$ cat src/rtl/hci_core_mux_static_ctrl_if.sv
// -----------------------------------------------------------------------------
// hci_core_mux_static_ctrl_if
// Purpose : bundles the signals the static-mux controller observes: the
//           per-initiator ownership requests and the output-side handshake of
//           the static HCI mux.
// Signals : chan_req    [NB_CHAN] per-initiator ownership request (level)
//           out_req               mux output req
//           out_gnt               mux output gnt
//           out_r_valid           mux output r_valid
//           out_r_ready           mux output r_ready
// Modports: master drives the bundle (mux side / initiators),
//           slave observes it (the controller).
// -----------------------------------------------------------------------------
interface hci_core_mux_static_ctrl_if #(
   parameter int NB_CHAN = 2
);
   logic [NB_CHAN-1:0] chan_req;
   logic               out_req;
   logic               out_gnt;
   logic               out_r_valid;
   logic               out_r_ready;

   modport master (
      output chan_req, out_req, out_gnt, out_r_valid, out_r_ready
   );

   modport slave (
      input chan_req, out_req, out_gnt, out_r_valid, out_r_ready
   );
endinterface

$ cat src/rtl/hci_core_mux_static_ctrl.sv
// -----------------------------------------------------------------------------
// hci_core_mux_static_ctrl
// Purpose : decides which of NB_CHAN initiators owns the shared HCI port and
//           drives the static mux select. Ownership is held until the owner
//           drops its request; the select is then held until every granted
//           transaction has been answered, so responses still route to the
//           old owner.
// Ports   : clk_i          clock
//           rst_ni         synchronous active-low reset
//           clear_i        synchronous soft clear (same effect as reset)
//           mux_i          observed requests and mux output handshake
//           sel_o          mux select (registered)
//           owner_valid_o  an owner is active
//           chan_gnt_o     one-hot ownership grant (registered)
//           outstanding_o  in-flight transaction count
//           busy_o         not idle, or transactions still in flight
//           err_o          sticky protocol error
// -----------------------------------------------------------------------------
module hci_core_mux_static_ctrl #(
   parameter int NB_CHAN         = 2,
   parameter int MAX_OUTSTANDING = 8,
   localparam int SEL_W          = $clog2(NB_CHAN),
   localparam int CNT_W          = $clog2(MAX_OUTSTANDING + 1)
) (
   input  logic                      clk_i,
   input  logic                      rst_ni,
   input  logic                      clear_i,
   hci_core_mux_static_ctrl_if.slave mux_i,
   output logic [SEL_W-1:0]          sel_o,
   output logic                      owner_valid_o,
   output logic [NB_CHAN-1:0]        chan_gnt_o,
   output logic [CNT_W-1:0]          outstanding_o,
   output logic                      busy_o,
   output logic                      err_o
);

   localparam logic [CNT_W-1:0] MAX_CNT = CNT_W'(MAX_OUTSTANDING);
   localparam logic [SEL_W:0]   NB_EXT  = (SEL_W+1)'(NB_CHAN);

   typedef enum logic [1:0] {
      IDLE  = 2'd0,
      OWNED = 2'd1,
      DRAIN = 2'd2
   } state_e;

   state_e             state_q;
   logic [SEL_W-1:0]   sel_q;
   logic [NB_CHAN-1:0] chan_gnt_q;
   logic               owner_valid_q;
   logic [CNT_W-1:0]   cnt_q;
   logic [CNT_W-1:0]   cnt_d;
   logic [SEL_W-1:0]   rr_q;
   logic               err_q;

   logic               inc;
   logic               dec;
   logic               cnt_err;
   logic               proto_err;
   logic               win_found;
   logic [SEL_W-1:0]   win_idx;
   logic [SEL_W-1:0]   rr_next;
   logic [SEL_W:0]     cand;
   logic [SEL_W:0]     win_plus1;

   // ------------------------------------------------------------------
   // Outstanding transaction tracking
   // ------------------------------------------------------------------
   assign inc = mux_i.out_req & mux_i.out_gnt;
   assign dec = mux_i.out_r_valid & mux_i.out_r_ready;

   always_comb begin
      cnt_d   = cnt_q;
      cnt_err = 1'b0;
      unique case ({inc, dec})
         2'b10: begin
            if (cnt_q == MAX_CNT) cnt_err = 1'b1;   // saturate
            else                  cnt_d   = cnt_q + 1'b1;
         end
         2'b01: begin
            if (cnt_q == '0) cnt_err = 1'b1;        // response with nothing in flight
            else             cnt_d   = cnt_q - 1'b1;
         end
         default: cnt_d = cnt_q;                    // none, or inc and dec cancel
      endcase
   end

   // A transaction granted while nobody owns the port cannot be attributed.
   assign proto_err = inc & (state_q != OWNED);

   // ------------------------------------------------------------------
   // Round-robin winner: first requester at or above rr_q, wrapping.
   // Index arithmetic is one bit wider so the wrap works for any NB_CHAN.
   // ------------------------------------------------------------------
   always_comb begin
      win_found = 1'b0;
      win_idx   = '0;
      cand      = '0;
      for (int i = 0; i < NB_CHAN; i++) begin
         cand = {1'b0, rr_q} + (SEL_W+1)'(i);
         if (cand >= NB_EXT) cand = cand - NB_EXT;
         if (!win_found && mux_i.chan_req[cand[SEL_W-1:0]]) begin
            win_found = 1'b1;
            win_idx   = cand[SEL_W-1:0];
         end
      end
   end

   always_comb begin
      win_plus1 = {1'b0, win_idx} + 1'b1;
      if (win_plus1 >= NB_EXT) win_plus1 = '0;
      rr_next = win_plus1[SEL_W-1:0];
   end

   // ------------------------------------------------------------------
   // Ownership FSM with registered outputs
   // ------------------------------------------------------------------
   always_ff @(posedge clk_i) begin
      if (!rst_ni || clear_i) begin
         state_q       <= IDLE;
         sel_q         <= '0;
         chan_gnt_q    <= '0;
         owner_valid_q <= 1'b0;
         cnt_q         <= '0;
         rr_q          <= '0;
         err_q         <= 1'b0;
      end else begin
         cnt_q <= cnt_d;
         err_q <= err_q | cnt_err | proto_err;
         unique case (state_q)
            IDLE: begin
               // A stray transaction counted in IDLE keeps the select frozen
               // until its response comes back.
               if (win_found && (cnt_q == '0)) begin
                  state_q             <= OWNED;
                  sel_q               <= win_idx;
                  chan_gnt_q          <= '0;
                  chan_gnt_q[win_idx] <= 1'b1;
                  owner_valid_q       <= 1'b1;
                  rr_q                <= rr_next;
               end
            end
            OWNED: begin
               // No preemption: only the owner's own request matters here.
               if (!mux_i.chan_req[sel_q]) begin
                  state_q       <= DRAIN;
                  chan_gnt_q    <= '0;
                  owner_valid_q <= 1'b0;
               end
            end
            DRAIN: begin
               // sel_q is held so the remaining responses reach the old owner.
               if (cnt_d == '0) state_q <= IDLE;
            end
            default: begin
               state_q       <= IDLE;
               chan_gnt_q    <= '0;
               owner_valid_q <= 1'b0;
            end
         endcase
      end
   end

   assign sel_o         = sel_q;
   assign chan_gnt_o    = chan_gnt_q;
   assign owner_valid_o = owner_valid_q;
   assign outstanding_o = cnt_q;
   assign busy_o        = (state_q != IDLE) || (cnt_q != '0);
   assign err_o         = err_q;

endmodule

$ cat src/flat_wrapper.sv
// flat-port wrapper written by rule: the top's interface ports become plain ports
module hci_core_mux_static_ctrl_flat 
#(
   parameter int NB_CHAN         = 2,
   parameter int MAX_OUTSTANDING = 8,
   localparam int SEL_W          = $clog2(NB_CHAN),
   localparam int CNT_W          = $clog2(MAX_OUTSTANDING + 1)
)
  (clk_i, rst_ni, clear_i, sel_o, owner_valid_o, chan_gnt_o, outstanding_o, busy_o, err_o, mux_i_chan_req, mux_i_out_req, mux_i_out_gnt, mux_i_out_r_valid, mux_i_out_r_ready);
  hci_core_mux_static_ctrl_if #(.NB_CHAN(NB_CHAN)) mux_i_i ();
  input  logic clk_i;
  input  logic rst_ni;
  input  logic clear_i;
  output logic [SEL_W-1:0] sel_o;
  output logic owner_valid_o;
  output logic [NB_CHAN-1:0] chan_gnt_o;
  output logic [CNT_W-1:0] outstanding_o;
  output logic busy_o;
  output logic err_o;
  input wire logic [$bits(mux_i_i.chan_req)-1:0] mux_i_chan_req;
  input wire logic [$bits(mux_i_i.out_req)-1:0] mux_i_out_req;
  input wire logic [$bits(mux_i_i.out_gnt)-1:0] mux_i_out_gnt;
  input wire logic [$bits(mux_i_i.out_r_valid)-1:0] mux_i_out_r_valid;
  input wire logic [$bits(mux_i_i.out_r_ready)-1:0] mux_i_out_r_ready;
  assign mux_i_i.chan_req = mux_i_chan_req;
  assign mux_i_i.out_req = mux_i_out_req;
  assign mux_i_i.out_gnt = mux_i_out_gnt;
  assign mux_i_i.out_r_valid = mux_i_out_r_valid;
  assign mux_i_i.out_r_ready = mux_i_out_r_ready;
  hci_core_mux_static_ctrl #(.NB_CHAN(NB_CHAN), .MAX_OUTSTANDING(MAX_OUTSTANDING)) u_core (.clk_i(clk_i), .rst_ni(rst_ni), .clear_i(clear_i), .mux_i(mux_i_i), .sel_o(sel_o), .owner_valid_o(owner_valid_o), .chan_gnt_o(chan_gnt_o), .outstanding_o(outstanding_o), .busy_o(busy_o), .err_o(err_o));
endmodule
$ cat config.mk
export PLATFORM = sky130hd
export DESIGN_NAME = hci_core_mux_static_ctrl_flat
export DESIGN_NICKNAME = d
export VERILOG_FILES = /design/src/rtl/hci_core_mux_static_ctrl_if.sv /design/src/rtl/hci_core_mux_static_ctrl.sv /design/src/flat_wrapper.sv
export SDC_FILE = /design/constraint.sdc
export NUM_CORES = 1
export LEC_CHECK = 0
export ABC_AREA = 1
export BUFFER_PORTS_ARGS = -buffer_cell sky130_fd_sc_hd__buf_2
export CAP_MARGIN = 10
export CORE_MARGIN = 5
export CORE_UTILIZATION = 53
export CTS_CLUSTER_SIZE = 24
export DETAILED_ROUTE_END_ITERATION = 10
export GPL_TIMING_DRIVEN = 1
export PLACE_DENSITY = 0.88
export SETUP_SLACK_MARGIN = 0.02
export SKIP_LAST_GASP = 1
export SYNTH_ARGS = -nofsm -noshare
export SYNTH_HDL_FRONTEND = slang
export SYNTH_SLANG_ARGS = --single-unit
$ cat constraint.sdc
create_clock -name clk_i -period 2.2 [get_ports clk_i]
set_input_delay 0.44 -clock clk_i [delete_from_list [all_inputs] [get_ports clk_i]]
set_output_delay 0.44 -clock clk_i [all_outputs]
set_load 0.03 [all_outputs]
==> metrics.md, run 1 <==
| Metric | Value |
|---|---|
| Outcome | `finished clean` |
| Cts bufs inserted | `3` |
| Asr flop ratio synth | `0%` |
| Synth Flop Type | `dfxtp_1` |
| Min cycle time layout | `1980 ps` |
| Wirelength per Cell | `11.4 um` |
| Post-CTS Hold Buffers | `0` |
| Post-synthesis xor/xnor area fraction | `1.22%` |
| Yosys warnings | `0` |
| Multiplexer area fraction after synthesis | `0%` |
| Slowest stage cell, crit path | `dfxtp_1` |
| Htree depth | `1` |
| Clk root buf | `clkbuf_4` |
| Setup_tns | `0 ps` |
| RR Startpoint | `u_core.outstanding_o[0]$_SDFF_PP0_` |
| # setup viols final | `0` |
| Initial Util | `a little under three fifths` |
| First-pass GRT wire length | `2880 um` |
| Drt pass-1 iters | `4` |
| Max-Cap Viols | `0` |
| Total core area | `about 0.0013 mm^2` |
| RSZ-0062 raised after global routing | `false` |
| DR iter-0 viols | `21` |
| RR Endpoint | `u_core.state_q[1]$_SDFFE_PP0P_` |
| Synth Area in Compound Gates | `about an eighth` |
| Arrival @ worst endpoint | `around 1500 ps` |
| Total I/O pin count | `19` |
| Peak supply drop | `approximately 0.46 mV` |
| Crit path max-delay family | `flip-flops` |
| Vias per cell | `5.28` |
| Worst path depth | `6` |
| PD cells | `approximately 630 mW/mm^2` |
| Synth top area share | `approximately a third` |
| EDFF count, synth | `0` |
| CTS Sinks | `12` |
| DPL Wire Length | `roughly 1300 um` |
| Worst hold-check path type | `input port to register` |
| F_max | `around 500 MHz` |
| CP endpoint kind | `output pin` |
| Final Hold Vio Count | `0` |
| Slew @ Worst Pin | `around 320 ps` |
| Vias | `771` |
| Final period util | `approximately 90%` |
| Largest family of logic cells by synthesized area | `simple AND/OR/NAND/NOR gates` |
| CTS tree | `done` |
| Critical Path RT | `roughly 1800 ps` |
| Global route overflow | `0` |
| Seq/Total Area, Yosys | `between 30% and 40%` |
| Vias in the first global route | `just under 700` |
| Overall power | `between 500 and 600 uW` |
| Mapped Area | `a little over 700 um^2` |
| GPL Wtd Cong | `a little under 0.9` |
| CP cell instances | `inv_1 > ha_1 > nand2_2 > inv_2 > nand2_4 > buf_2` |
| DRT antenna net count | `0` |
| Count of different cell masters after synthesis | `19` |
| Die width | `approximately 47 um` |
| Layout cells sized above 1 | `about a fifth` |
| Layout Nets | `between 100 and 150` |
| Post-CTS Setup Bufs | `0` |
| Worst R2R Setup Slack | `roughly 560 ps` |
| Synth Net Count | `123` |
| Fin area | `roughly 860 um^2` |
| Final wirelength | `approximately 1700 um` |
| Setup CP Type | `register to output pin` |
| Clk Latency, worst-skew pair | `about 280 ps` |
| Relative max-transition margin | `roughly 78%` |
| Worst Setup SP | `u_core.outstanding_o[0]$_SDFF_PP0_` |
| Buffers on Ports | `18` |
| Buffers from clock root to sink, at most | `2` |
| DRC violations left | `0` |
| Die Y | `46.9 um` |
| CP Launch Type | `register` |
| Cell taking the most area after synthesis | `dfxtp_1` |
| P&R area growth vs syn | `19.6%` |
| Post-Synth Simple-Gate Area | `between 30% and 40%` |
| Lkg Pwr | `around 0.00046 uW` |
| Post-synthesis instance total | `110` |
| Clock Skew | `slightly below 0.8 ps` |
| Top cells by area, synth | `dfxtp_1 (33%), nand2_1 (16%), nand3_1 (8.3%)` |
| Max Slew Vio Count | `0` |
| Initial antenna violation count | `0` |
| Commonest cells in the netlist | `nand2_1 (30), inv_1 (13), dfxtp_1 (12), nand3_1 (12), a21oi_1 (11)` |
| CP Max Fanout | `6` |
| GR Util All Layers | `18.3%` |
| Worst Setup EP | `busy_o` |
| Largest net degree at the start of global routing | `12` |
| Reg2Reg Depth | `10` |
| Clk slew on worst S/H paths | `approximately 80 ps` |
| Post-synthesis register bit count | `12` |
| Post-cts gate resize count | `0` |
| CP peak stage delay | `~430 ps` |
| Most common cell in the synthesized netlist | `nand2_1` |
| Buffers & Inverters on Critical Path | `3` |
| Die ar. | `0.00220 mm^2` |
| Avg Inst Size Synth | `between 6 and 7 um^2` |
| Placed Area | `about 830 um^2` |
| Placed insts | `approximately 140` |
| Non-filler cells, final | `roughly 150` |
| Post-Synth Adder-Cell Area | `6.94%` |
| Standard-cell rows | `13` |
| # diodes | `0` |
final cells by class:
class                   instances  area, um^2
well taps                      15        18.8
inverters                      15        56.3
clock buffers                   4        36.3
fillers                       111         439
repair buffers                 18        90.1
multi-input cells              82         420
flip-flops and latches         12         240
through the flow:
step | worst slack, ps | utilization (%) | hold slack (ps)
3_5_place_dp | 425 | 63.5 | 452
2_1_floorplan | 544 | - | 436
4_1_cts | 231 | 66.3 | 420
5_1_grt | 105 | 66.3 | 418
3_3_place_gp | 494 | 63.5 | 446
6_report | 219 | 66.3 | 412
state kept, by name (all words and copies together) (netlist names):
register	count
u_core.outstanding_o	4
u_core.chan_gnt_o	2
u_core.state_q	2
u_core.err_o	1
u_core.owner_valid_o	1
u_core.rr_q	1
u_core.sel_o	1
per-layer routing:
| layer | track usage (%) | up-vias | part of all wire, % |
|---|---|---|---|
| met5 | 0 | - | 0 |
| met4 | 6.63 | 0 | 1.5 |
| met3 | 6.13 | 5 | 9.3 |
| met2 | 27.1 | 33 | 45 |
| met1 | 24.8 | 333 | 44 |
| li1 | - | 400 | - |
worst register-to-register path, stage by stage, from the launching register on:
cell,delay [ps]
dfxtp_1,430
inv_1,130
ha_1,280
nand3_1,180
nand2_1,70
nand2_1,80
nand2_1,70
nor2_1,100
nand3_1,70
nand2_1,60
a21oi_1,50
cells in the final DEF, fill, tap and decap left out, drive strengths merged:
cell	n
xor2	1
o21ai	4
buf	18
nand3b	1
ha	4
o31a	1
nand4	3
nand3	12
dfxtp	12
inv	15
nand2	32
nor2	12
or2	1
clkbuf	4
a21oi	11
worst min path at each step:
stage                                            startpoint  cells after the start                           endpoint
after detailed placement  u_core.chan_gnt_o[0]$_SDFFE_PP0P_                      2  u_core.chan_gnt_o[0]$_SDFFE_PP0P_
after global routing                                clear_i                      3            u_core.err_o$_SDFF_PP0_
after floorplan                    u_core.rr_q$_SDFFE_PP0P_                      2           u_core.rr_q$_SDFFE_PP0P_
final                                               clear_i                      3            u_core.err_o$_SDFF_PP0_
after CTS                                           clear_i                      3            u_core.err_o$_SDFF_PP0_
after global placement             u_core.rr_q$_SDFFE_PP0P_                      2           u_core.rr_q$_SDFFE_PP0P_
cell families (layout without fill, tap and decap cells):
family,Yosys count,after routing
and+or+nand+nor,61,61
AOI/OAI and AO/OA,16,16
buffers and inverters,16,37
DFF,12,12
adders and majority gates,4,4
xor gates and xnor gates,1,1
power by group:
part | switching [uW] | internal, uW
clock network | 77.3 | 101
registers | 9.33 | 227
logic | 86.8 | 43.9
Power figures use the tool's default switching activity.
==> run 2, diff against run 1 <==
--- a/config.mk
+++ b/config.mk
@@ -9,11 +9,11 @@
 export BUFFER_PORTS_ARGS = -buffer_cell sky130_fd_sc_hd__buf_2
 export CAP_MARGIN = 10
 export CORE_MARGIN = 5
-export CORE_UTILIZATION = 53
+export CORE_UTILIZATION = 45
 export CTS_CLUSTER_SIZE = 24
 export DETAILED_ROUTE_END_ITERATION = 10
 export GPL_TIMING_DRIVEN = 1
-export PLACE_DENSITY = 0.88
+export PLACE_DENSITY = 0.81
 export SETUP_SLACK_MARGIN = 0.02
 export SKIP_LAST_GASP = 1
 export SYNTH_ARGS = -nofsm -noshare
==> constraint.sdc (replaced) <==
create_clock -name clk_i -period 1.81 [get_ports clk_i]
set_input_delay 0.362 -clock clk_i [delete_from_list [all_inputs] [get_ports clk_i]]
set_output_delay 0.362 -clock clk_i [all_outputs]
set_load 0.03 [all_outputs]
==> run 2 against run 1 <==
Wire length shrank 0.48%. Hold slack got worse by 68 ps. Clock power up 18%. Sequential cell count unchanged. Global-route usage decreased by 4.4 points. Critical endpoint unchanged.
==> metrics.md, run 2 (synthesis gave the netlist of run 1 again) <==
| Metric | Value |
|---|---|
| Outcome | `finished clean` |
| Fillers | `around 170` |
| Max-Cap Viols | `0` |
| Setup CP Type | `register to output pin` |
| Vias per cell | `5.11` |
| Total core area | `about 0.0015 mm^2` |
| Pint | `approximately 460 uW` |
| Max Slew Vio Count | `0` |
| Reg2Reg Depth | `11` |
| Vias in the first global route | `between 700 and 800` |
| Standard-cell rows | `14` |
| Worst Setup SP | `u_core.outstanding_o[0]$_SDFF_PP0_` |
| RR Endpoint | `u_core.state_q[1]$_SDFFE_PP0P_` |
| Htree depth | `1` |
| Peak supply drop | `0.430 mV` |
| Overall power | `about 660 uW` |
| GPL Wtd Cong | `~0.83` |
| Leading cell types in the layout, fill and taps excluded | `nand2_1 (30), buf_2 (17), inv_1 (12), nand3_1 (12), a21oi_1 (11)` |
| Sw power | `205 uW` |
| Buffers & Inverters on Critical Path | `3` |
| Lkg Pwr | `about 0.00047 uW` |
| Combinational share of power | `between 20% and 30%` |
| # setup viols final | `0` |
| CTS tree | `done` |
| CP cell instances | `inv_2 > ha_4 > nand2_2 > inv_2 > nand2_4 > buf_4` |
| Post-CTS Setup Bufs | `0` |
| Clk Latency, worst-skew pair | `about 270 ps` |
| RR Startpoint | `u_core.outstanding_o[0]$_SDFF_PP0_` |
| CP Max Fanout | `6` |
| P&R area growth vs syn | `22.2%` |
| Buffers on Ports | `18` |
| Arrival @ worst endpoint | `~1300 ps` |
| Relative max-transition margin | `between 70 and 80%` |
| Worst R2R Setup Slack | `between 300 and 400 ps` |
| Sequential group share of total power | `43.6%` |
| Critical Path RT | `between 1000 and 1500 ps` |
| # diodes | `0` |
| Clk root buf | `clkbuf_4` |
| Worst hold-check path type | `input port to register` |
| Clk slew on worst S/H paths | `70 ps` |
| Layout cells sized above 1 | `around a quarter` |
| Max reg flops | `4` |
| RSZ-0062 raised after global routing | `false` |
| CP peak stage delay | `roughly 390 ps` |
| Die Y | `approximately 50 um` |
| DRC violations left | `0` |
| Worst path depth | `6` |
| Layout Nets | `between 100 and 150` |
| Worst Setup EP | `busy_o` |
| Most common cell after layout, fill and taps aside | `nand2_1` |
| Die ar. | `approximately 0.0025 mm^2` |
| Post-CTS Hold Buffers | `0` |
| Drt pass-1 iters | `4` |
| Most used cell, CP | `inv_2` |
| FF+latch area | `243 um^2` |
| Initial antenna violation count | `0` |
| DRT antenna net count | `0` |
| Wirelength per Cell | `11.3 um` |
| Setup_tns | `0 ps` |
| Min cycle time layout | `between 1500 and 2000 ps` |
| DPL Wire Length | `between 1000 and 1500 um` |
| Cts bufs inserted | `3` |
| Post-cts gate resize count | `4` |
| Slowest stage cell, crit path | `dfxtp_2` |
| Global route overflow | `0` |
| Sw frac | `31.0%` |
| Clock Skew | `between 4 and 5 ps` |
| Initial Util | `47.8%` |
| PD cells | `~750 mW/mm^2` |
| Multi-input logic area | `433 um^2` |
| Total I/O pin count | `19` |
| Buffers from clock root to sink, at most | `2` |
| WHS | `between 300 and 400 ps` |
| Largest net degree at the start of global routing | `12` |
| GR Util All Layers | `between 10% and 20%` |
| Die width | `~50 um` |
| Slew @ Worst Pin | `348 ps` |
| F_max | `~610 MHz` |
| Vias | `roughly 750` |
| CP endpoint kind | `output pin` |
| Final period util | `roughly 90%` |
| Final Hold Vio Count | `0` |
| CP Launch Type | `register` |
| Clock Power Share | `around a third` |
| Crit path max-delay family | `flip-flops` |
| DR iter-0 viols | `15` |
| Final wirelength | `roughly 1700 um` |
| First-pass GRT wire length | `about 2700 um` |
| CTS Sinks | `12` |
[run 2: area by class of cell]
type,count,area share [%]
clock buffer,4,4.12
inverter,15,6.39
multi-input combinational,82,49.1
sequential,12,27.6
tap,16,2.27
timing repair buffer,18,10.5
[run 2: through the flow]
step / utilization [%] / setup slack, ps / area, um^2 / cells
global route: 58.5 / 73.2 / 881 / 147
global placement: 54.9 / 178 / 827 / 143
floorplan: - / 154 / 721 / 110
CTS: 57.8 / 57.4 / 871 / 147
detailed placement: 54.9 / 127 / 827 / 143
finish: 58.5 / 158 / 881 / 147
[run 2: worst min-delay path by stage]
stage                                                  from                                end  slack (ps)  cells past startpoint
final                                               clear_i            u_core.err_o$_SDFF_PP0_         340                      3
after global routing                                clear_i            u_core.err_o$_SDFF_PP0_         350                      3
after CTS                                           clear_i            u_core.err_o$_SDFF_PP0_         340                      3
after detailed placement  u_core.chan_gnt_o[0]$_SDFFE_PP0P_  u_core.chan_gnt_o[0]$_SDFFE_PP0P_         450                      2
after global placement             u_core.rr_q$_SDFFE_PP0P_           u_core.rr_q$_SDFFE_PP0P_         450                      2
after floorplan                    u_core.rr_q$_SDFFE_PP0P_           u_core.rr_q$_SDFFE_PP0P_         440                      2
[run 2: metal layers]
metal,routed length [um],track usage [%]
met1,682,13.6
met5,0,0
met4,24,8.30
met2,876,25.7
met3,72,3.01
[run 2: power groups by stage]
stage / Sequential, uW / Combinational (uW) / Clock [uW]
after floorplan: 309 / 101 / 0
after global placement: 293 / 154 / 0
after detailed placement: 294 / 158 / 0
after CTS: 288 / 161 / 220
after global routing: 290 / 179 / 237
final: 288 / 162 / 210
[run 2: worst reg2reg max path, stage by stage (launching register included)]
cell,delay [ps]
dfxtp_2,390
inv_2,80
ha_4,260
inv_1,40
nor2_1,80
nor2_1,40
nand2_1,90
nand2_1,50
nor2_1,90
nand3_1,70
nand2_1,60
a21oi_1,50
